File: config.mk
export PLATFORM = sky130hd
export DESIGN_NAME = pueo_cmdproc_assembler
export DESIGN_NICKNAME = d
export VERILOG_FILES = /design/src/rtl/pueo_cmdproc_assembler.sv
export SDC_FILE = /design/constraint.sdc
export NUM_CORES = 1
export LEC_CHECK = 0
export CAP_MARGIN = 10
export CORE_MARGIN = 3
export CORE_UTILIZATION = 55
export DETAILED_ROUTE_END_ITERATION = 10
export GPL_ROUTABILITY_DRIVEN = 0
export GPL_TIMING_DRIVEN = 0
export PLACE_DENSITY = 0.83
export SKIP_LAST_GASP = 1
export SYNTH_ARGS = -nofsm -noshare
export SYNTH_HDL_FRONTEND = slang
export SYNTH_SLANG_ARGS = --single-unit
export TNS_END_PERCENT = 1
File: constraint.sdc
create_clock -name sysclk_i -period 6.7 [get_ports sysclk_i]
set_input_delay 1.34 -clock sysclk_i [delete_from_list [all_inputs] [get_ports sysclk_i]]
set_output_delay 1.34 -clock sysclk_i [all_outputs]
set_load 0.05 [all_outputs]
File: src/rtl/pueo_cmdproc_assembler.sv
// pueo_cmdproc_assembler
// Packs the command-decoder byte stream into 32-bit words, first byte in [31:24].
// It buffers the words in a FIFO and drives them out on an AXI4-Stream master.
// The upstream stream cannot be stalled. When no FIFO slot is free the block drops
// the word, sets the sticky overflow flag and counts the damaged frame.
// Optional feature macro: CMDPROC_TIMEOUT_EN. When it is defined, an idle counter
// force-flushes a partial frame after TIMEOUT_CYCLES idle cycles.
module pueo_cmdproc_assembler #(
    parameter int unsigned FIFO_DEPTH     = 16,
    parameter int unsigned TIMEOUT_CYCLES = 1024
) (
    input  logic        sysclk_i,
    input  logic        cmdproc_rst_i,
    input  logic [7:0]  s_cmd_tdata,
    input  logic        s_cmd_tvalid,
    input  logic        s_cmd_tlast,
    output logic [31:0] m_cmd_tdata,
    output logic [3:0]  m_cmd_tkeep,
    output logic        m_cmd_tlast,
    output logic        m_cmd_tvalid,
    input  logic        m_cmd_tready,
    output logic        overflow_o,
    output logic [7:0]  drop_count_o,
    output logic        timeout_o
);

    localparam int unsigned AW = $clog2(FIFO_DEPTH);
    localparam int unsigned PW = AW + 1;

    localparam logic [1:0] S_IDLE  = 2'd0;
    localparam logic [1:0] S_ACCUM = 2'd1;
    localparam logic [1:0] S_DROP  = 2'd2;

    typedef struct packed {
        logic [31:0] data;
        logic [3:0]  keep;
        logic        last;
    } word_t;

    // Reject unusable configurations at elaboration
    if (FIFO_DEPTH < 4 || FIFO_DEPTH > 256 || (FIFO_DEPTH & (FIFO_DEPTH - 1)) != 0
        || TIMEOUT_CYCLES == 0) begin : g_bad_cfg
        $error("pueo_cmdproc_assembler: unsupported FIFO_DEPTH/TIMEOUT_CYCLES");
    end

    logic [1:0]    state_q, state_d;
    logic [1:0]    count_q, count_d;
    logic [31:0]   word_q, word_d;
    logic [31:0]   merged_c;
    logic [3:0]    merged_keep_c;
    logic [3:0]    held_keep_c;
    logic          push_req_c;
    word_t         push_word_c;
    logic          push_ok_c;
    logic          room_c;
    logic          pop_c;
    logic          empty_c;
    logic          full_c;
    logic          timeout_d;
    logic          idle_hit_c;

    logic [PW-1:0] wr_ptr_q, rd_ptr_q;
    logic [PW-1:0] occupancy_c;
    word_t         mem [FIFO_DEPTH];
    word_t         rd_word_c;

    // FIFO status; a slot is free if not full or if the head leaves this cycle
    assign occupancy_c = PW'(wr_ptr_q - rd_ptr_q);
    assign empty_c     = (occupancy_c == '0);
    assign full_c      = (occupancy_c == PW'(FIFO_DEPTH));
    assign pop_c       = !empty_c && m_cmd_tready;
    assign room_c      = !full_c || pop_c;
    assign push_ok_c   = push_req_c && room_c;

    // Output stage is the FIFO head; it is stable until popped
    assign rd_word_c    = mem[rd_ptr_q[AW-1:0]];
    assign m_cmd_tvalid = !empty_c;
    assign m_cmd_tdata  = rd_word_c.data;
    assign m_cmd_tkeep  = rd_word_c.keep;
    assign m_cmd_tlast  = rd_word_c.last;

    // Merge the incoming byte into the lane after the held bytes
    always_comb begin
        merged_c      = 32'h0;
        merged_keep_c = 4'b0000;
        held_keep_c   = 4'b0000;
        case (count_q)
            2'd0: begin
                merged_c      = {s_cmd_tdata, 24'h0};
                merged_keep_c = 4'b1000;
                held_keep_c   = 4'b0000;
            end
            2'd1: begin
                merged_c      = {word_q[31:24], s_cmd_tdata, 16'h0};
                merged_keep_c = 4'b1100;
                held_keep_c   = 4'b1000;
            end
            2'd2: begin
                merged_c      = {word_q[31:16], s_cmd_tdata, 8'h0};
                merged_keep_c = 4'b1110;
                held_keep_c   = 4'b1100;
            end
            default: begin
                merged_c      = {word_q[31:8], s_cmd_tdata};
                merged_keep_c = 4'b1111;
                held_keep_c   = 4'b1110;
            end
        endcase
    end

`ifdef CMDPROC_TIMEOUT_EN
    localparam int unsigned IW = $clog2(TIMEOUT_CYCLES + 1);
    logic [IW-1:0] idle_q;

    assign idle_hit_c = !s_cmd_tvalid && (idle_q == IW'(TIMEOUT_CYCLES - 1));

    // Idle counter: runs mid-frame, clears on any byte or on a flush
    always_ff @(posedge sysclk_i) begin
        if (cmdproc_rst_i) begin
            idle_q <= '0;
        end else if (state_q == S_IDLE || s_cmd_tvalid || idle_hit_c) begin
            idle_q <= '0;
        end else begin
            idle_q <= IW'(idle_q + IW'(1));
        end
    end

    // Registered one-cycle flush pulse
    always_ff @(posedge sysclk_i) begin
        if (cmdproc_rst_i) begin
            timeout_o <= 1'b0;
        end else begin
            timeout_o <= timeout_d;
        end
    end
`else
    assign idle_hit_c = 1'b0;
    assign timeout_o  = 1'b0;
`endif

    // Next-state logic: byte packing, word completion and drop handling
    always_comb begin
        state_d     = state_q;
        count_d     = count_q;
        word_d      = word_q;
        push_req_c  = 1'b0;
        push_word_c = '0;
        timeout_d   = 1'b0;
        case (state_q)
            S_IDLE, S_ACCUM: begin
                if (s_cmd_tvalid) begin
                    if (count_q == 2'd3 || s_cmd_tlast) begin
                        push_req_c       = 1'b1;
                        push_word_c.data = merged_c;
                        push_word_c.keep = merged_keep_c;
                        push_word_c.last = s_cmd_tlast;
                        count_d          = 2'd0;
                        word_d           = 32'h0;
                        state_d          = S_IDLE;
                    end else begin
                        word_d  = merged_c;
                        count_d = 2'(count_q + 2'd1);
                        state_d = S_ACCUM;
                    end
                end else if (state_q == S_ACCUM && idle_hit_c) begin
                    push_req_c       = 1'b1;
                    push_word_c.data = word_q;
                    push_word_c.keep = held_keep_c;
                    push_word_c.last = 1'b1;
                    count_d          = 2'd0;
                    word_d           = 32'h0;
                    state_d          = S_IDLE;
                    timeout_d        = 1'b1;
                end
            end
            S_DROP: begin
                if (s_cmd_tvalid && s_cmd_tlast) begin
                    state_d = S_IDLE;
                end else if (!s_cmd_tvalid && idle_hit_c) begin
                    state_d   = S_IDLE;
                    timeout_d = 1'b1;
                end
            end
            default: begin
                state_d = S_IDLE;
                count_d = 2'd0;
                word_d  = 32'h0;
            end
        endcase
        // A refused mid-frame word poisons the rest of the frame
        if (push_req_c && !room_c && !push_word_c.last) begin
            state_d = S_DROP;
        end
    end

    // State, partial word and error reporting registers
    always_ff @(posedge sysclk_i) begin
        if (cmdproc_rst_i) begin
            state_q      <= S_IDLE;
            count_q      <= 2'd0;
            word_q       <= 32'h0;
            overflow_o   <= 1'b0;
            drop_count_o <= 8'h00;
        end else begin
            state_q <= state_d;
            count_q <= count_d;
            word_q  <= word_d;
            if (push_req_c && !room_c) begin
                overflow_o <= 1'b1;
                if (drop_count_o != 8'hFF) begin
                    drop_count_o <= 8'(drop_count_o + 8'd1);
                end
            end
        end
    end

    // FIFO pointers
    always_ff @(posedge sysclk_i) begin
        if (cmdproc_rst_i) begin
            wr_ptr_q <= '0;
            rd_ptr_q <= '0;
        end else begin
            if (push_ok_c) begin
                wr_ptr_q <= PW'(wr_ptr_q + PW'(1));
            end
            if (pop_c) begin
                rd_ptr_q <= PW'(rd_ptr_q + PW'(1));
            end
        end
    end

    // FIFO storage
    always_ff @(posedge sysclk_i) begin
        if (!cmdproc_rst_i && push_ok_c) begin
            mem[wr_ptr_q[AW-1:0]] <= push_word_c;
        end
    end

endmodule

# --- After elaboration in Yosys (flattened, before gate mapping) ---
# Memory sizes are Yosys's and may differ from the RTL's. A register that Yosys moved wholly into a read port is not among the register bits.
# Index checks and enable logic that the tools add are counted.
word_totals:
  out_inout_bits: 48
  register_bits: 55
  memories: 1
  ram_bits: 592
  in_bits: 13
  wordCells: 71
classes:
  eq_ne: 11
  mux: 23
  reduce_logical: 22
  addsub: 5
  bitwise_logic: 1
mem_list:
  columns: ["memory", "words", "word_bits", "rd", "rd_clocked_by_memory_dff", "write_ports", "line", "source"]
  rows:
  - ["mem", 16, 37, 1, 1, 1, "64", "word_t mem [FIFO_DEPTH];"]
op_table:
  columns: ["operator", "n"]
  rows:
  - ["2-to-1 mux 37 bit", 3]
  - ["case mux 32 bit (3 select lines)", 1]
  - ["2-to-1 mux 32 bit", 2]
  - ["case mux 32 bit (2 select lines)", 1]
  - ["adder 5 x 1 -> 5 bit, second input constant", 2]
  - ["2-to-1 mux 2 bit", 5]
  - ["case mux 3 bit (3 select lines)", 1]
  - ["adder 8 x 1 -> 8 bit, second input constant", 1]
  - ["2-to-1 mux 4 bit", 2]
  - ["!= test 8 bit, second input constant", 1]
  - ["case mux 2 bit (2 select lines)", 2]
  - ["AND reduction 2 bit", 4]
  - ["== test 2 bit, second input constant", 3]
  - ["logical AND 1 bit", 6]
  - ["2-to-1 mux 1 bit", 6]
  - ["!= test 3 bit, second input constant", 2]
  - ["== test 5 bit, second input constant", 1]
  - ["logical NOT 1 bit", 5]
  - ["logical NOT 5 bit", 1]
  - ["subtractor 5 bit", 1]
  - ["== test 2 x 1 -> 1 bit, second input constant", 2]
  - ["logical NOT 2 bit", 2]
  - ["!= test 2 bit, second input constant", 2]
  - ["OR reduction 2 bit", 2]
  - ["other kinds (3)", 4]

# --- Depth between registers and ports, before layout ---
depth:
  depth_word: 10
  depth_mapped: 9
  depth_no_buf: 8

# --- Worst setup path before layout ---
# No wires, ideal clock.
synth_path:
  path_kind: "in2reg"
  start: "in s_cmd_tvalid"
  end: "mem mem[0][0] (netlist bit) (enable)"
  setup_ns: 0.524
  path_buffers: 1
  slack_ns: 0.322
  arrival_time_ns: 5.854
  t_required_ns: 6.176
  stages: 6
  path_cell_list: "nor2b_1 > o21ai_1 > inv_1 > o21ai_1 > buf_2 > nor4_1"
synth_between:
  elab_chain_len: 6
synth_lines:
  columns: ["item", "line", "source"]
  rows:
  - ["start: declaration", "15", "input logic s_cmd_tvalid,"]
  - ["2-to-1 mux 1 bit", "151", "if (s_cmd_tvalid) begin"]
  - ["2-to-1 mux 1 bit", "149", "case (state_q)"]
  - ["logical AND 1 bit", "73", "assign push_ok_c = push_req_c && room_c;"]
  - ["logical AND 1 bit", "234", "if (!cmdproc_rst_i && push_ok_c) begin"]
  - ["2-to-1 mux 1 bit", "234", null]
  - ["2-to-1 mux 1 bit (not written as such)", "235", "mem[wr_ptr_q[AW-1:0]] <= push_word_c;"]
  - ["end: declaration", "64", null]
# Every way passes these cells.

==> metrics.md <==
| Metric | Value |
|---|---|
| Status | `finished, final reports clean` |
| Fin. Hold Viols | `0` |
| Period utilisation layout | `87.87%` |
| Drt wl/cell | `30.61 um` |
| Post-synthesis xor/xnor area fraction | `0.1750%` |
| Post-synth EDFFs | `592` |
| IO Pins | `61` |
| Number of nets with antenna violations after routing | `0` |
| Grt total ovfl | `0` |
| Register area share after synthesis | `75.10%` |
| Drc violations | `0` |
| CP max stage delay | `0.89 ns` |
| Fmax | `169.9 MHz` |
| Register bit total from synthesis | `643` |
| Multiplexer area fraction after synthesis | `17.12%` |
| Mean Syn Cell Area | `21.28 um2` |
| Dpl cells | `1,902` |
| Largest family of logic cells by synthesized area | `multiplexers` |
| First-pass GRT wire length | `90,120 um` |
| Synth Area in Compound Gates | `2.355%` |
| FF-to-FF Start | `wr_ptr_q[1]` |
| Layout area overhead | `16.16%` |
| Unique masters post-synth | `45` |
| P_leak | `9.453 nW` |
| Tot GR Track Use | `26.13%` |
| Cts hold-fix bufs | `0` |
| Slew HR | `18.00%` |
| CP startpoint kind | `flop` |
| Synth top area cells | `edfxtp_1 71%, mux4_2 17%, dfxtp_1 4.1%` |
| Worst-margin pin slew | `1.220 ns` |
| CP Buf/Inv Count | `4` |
| PostCTS Resize Cnt | `0` |
| Final Non-Filler Cells | `2,017` |
| Slowest-stage cell, CP | `buf_1` |
| Simple-Gate Fraction of Synth Area | `3.164%` |
| Via density | `6.597` |
| Critical path data arrival time | `4.55 ns` |
| Vias in the first global route | `13,640` |
| Initial antenna violation count | `5` |
| Most numerous cell in the Yosys netlist | `edfxtp_1` |
| Final WL | `61,740 um` |
| Critical Path RT | `5.36 ns` |
| # port buffers | `59` |
| Die width | `219.3 um` |
| CP Capture Type | `output pin` |
| # rows | `77` |
| Hold Crit Start | `state_q[1]` |
| Synth top area share | `71.03%` |
| Post-CTS Setup Inserts | `0` |
| Maximum vdd drop | `0.0002530 V` |
| Max Cap Viol | `0` |
| Layout Skew | `0.01688 ns` |
| Worst-path clk slew | `0.06 ns` |
| CP max FO | `10` |
| Class of the worst hold path | `reg -> reg` |
| Core Area | `44,610 um2` |
| Async S/R FF share, synth | `0%` |
| Cells after Synth | `1,176` |
| Setup CP Type | `reg -> out` |
| 1st-pass router iterations | `6` |
| Non-Filler Cell Area, Final | `29,070 um2` |
| Final net count | `1,402` |
| Adder-cell share of the synthesized area | `0.7998%` |
| Placed inst area | `27,230 um2` |
| Clock Latency Late Sink | `0.62 ns` |
| Clock buffer depth | `3` |
| PwrDens | `333.3 nW/um2` |
| HPWL Detailed | `39,220 um` |
| CTS buffer count | `59` |
| Ys Warns | `0` |
| Top delay family on crit path | `buffers and inverters` |
| Initial Util | `56.11%` |
| Largest net degree at the start of global routing | `26` |
| Cell Area, Synth | `25,030 um2` |
| Iteration-0 DRC Markers | `1,908` |
| RSZ-0062 raised after global routing | `false` |
| Chip Height | `219.3 um` |
| CP Cell Sequence | `clkbuf_1, clkbuf_1, buf_1, mux4_2, mux4_2, clkdlybuf4s50_1` |
| Root Buffer | `clkbuf_16` |
| Final Slew Violations | `0` |
| Min cycle time layout | `5.887 ns` |
| Routed vias | `13,310` |
| H-tree depth | `2` |
| Area leader, netlist | `edfxtp_1` |
| Top_reg_cell synth | `edfxtp_1` |
| Final setup viols | `0` |
| Syn Nets | `1,205` |
| CTS tree | `done` |
| CTS sink count | `643` |
| Share of cells above drive strength 1 | `26.90%` |
| Synth top cells by count | `592 x edfxtp_1, 185 x mux4_2, 57 x nor2_1, 51 x dfxtp_1, 44 x clkbuf_1` |
| Area of the die | `48,100 um2` |
## routing by layer
layer,global-route usage [%],up-vias,part of all wire [%]
met5,0,-,0.018
met4,10.46,2,4.1
met3,6.536,189,12
met2,40.81,986,48
met1,35.96,6827,36
li1,-,5303,-
## power by group
part | internal [W] | switching [W]
registers | 0.00437 | 0.0000206
clock network | 0.00175 | 0.00143
logic | 0.000896 | 0.00123
## per-stage QoR
step | setup slack, ns | utilization (%) | setup TNS, ns | hold WS [ns] | total power [W]
3_5_place_dp | 1.406 | 61.04 | 0 | 0.4908 | 0.006573
2_1_floorplan | 0.3219 | - | 0 | 0.4619 | 0.005960
5_1_grt | 0.6504 | 65.17 | 0 | 0.5304 | 0.009957
6_report | 0.8129 | 65.18 | 0 | 0.5049 | 0.009691
3_3_place_gp | -4.479 | 59.10 | -1766.34 | 0.4738 | 0.006525
4_1_cts | 0.8071 | 65.08 | 0 | 0.4988 | 0.009715
## logic make-up after synthesis
kind of cell / after synthesis
flip-flops: 643
multiplexers: 196
AND/OR/NAND/NOR: 153
AO/OA/AOI/OAI: 83
buffers and inverters: 79
adder cells (fa/ha/maj): 16
XOR/XNOR: 5
other: 1
## placed cells by master (no fill, tap or decap), types with 11 or more instances in the layout
| cell | Yosys | final |
|---|---|---|
| buf_6 | 1 | 43 |
| nor3_2 | 0 | 12 |
| nor2_1 | 57 | 57 |
| clkdlybuf4s50_1 | 0 | 59 |
| clkbuf_1 | 44 | 52 |
| a21oi_1 | 15 | 15 |
| clkinv_2 | 0 | 12 |
| clkinv_1 | 0 | 20 |
| and3_1 | 12 | 12 |
| edfxtp_1 | 592 | 592 |
| buf_4 | 1 | 26 |
| buf_1 | 13 | 13 |
| clkbuf_16 | 0 | 60 |
| a22oi_1 | 39 | 39 |
| dfxtp_1 | 51 | 51 |
| and2_1 | 12 | 12 |
| nor2b_1 | 11 | 11 |
| ha_1 | 16 | 16 |
| inv_1 | 13 | 13 |
| mux4_2 | 185 | 185 |
## path summary, 6_finish.rpt
| path | endpoint | slack [ns] | cells past startpoint |
|---|---|---|---|
| setup / recovery | m_cmd_tdata[1] | 0.81 | 6 |
| hold / removal | state_q[0] | 0.50 | 1 |
| setup reg to reg | mem[0][29] | 2.58 | 10 |
| hold reg to reg | state_q[0] | 0.50 | 1 |
## registers in the layout, summed over array words and instances, names as in the netlist, named ones only
name	flops
wr_ptr_q	5
word_q	24
mem	592
overflow_o	1
state_q	2
rd_ptr_q	5
count_q	2
drop_count_o	8
## worst register-to-register path, delay by kind of cell (launching register included)
kind,cells,cell delay [ns]
compound gates,4,1.12
simple gates,2,1.05
buf+inv,3,0.89
flops,1,0.47
fa+ha+maj,1,0.30
## final cells by class
cell class / instances / area (um2)
antenna: 5 / 12.51
clock inverter: 40 / 274.0
inverter: 13 / 48.80
sequential: 643 / 18800
buffer: 66 / 267.8
timing repair buffer: 136 / 1401
clock buffer: 68 / 1531
tap: 592 / 740.7
fill: 2689 / 15530
multi-input combinational: 454 / 6000
Note: power is estimated with default switching activity, not from simulation.
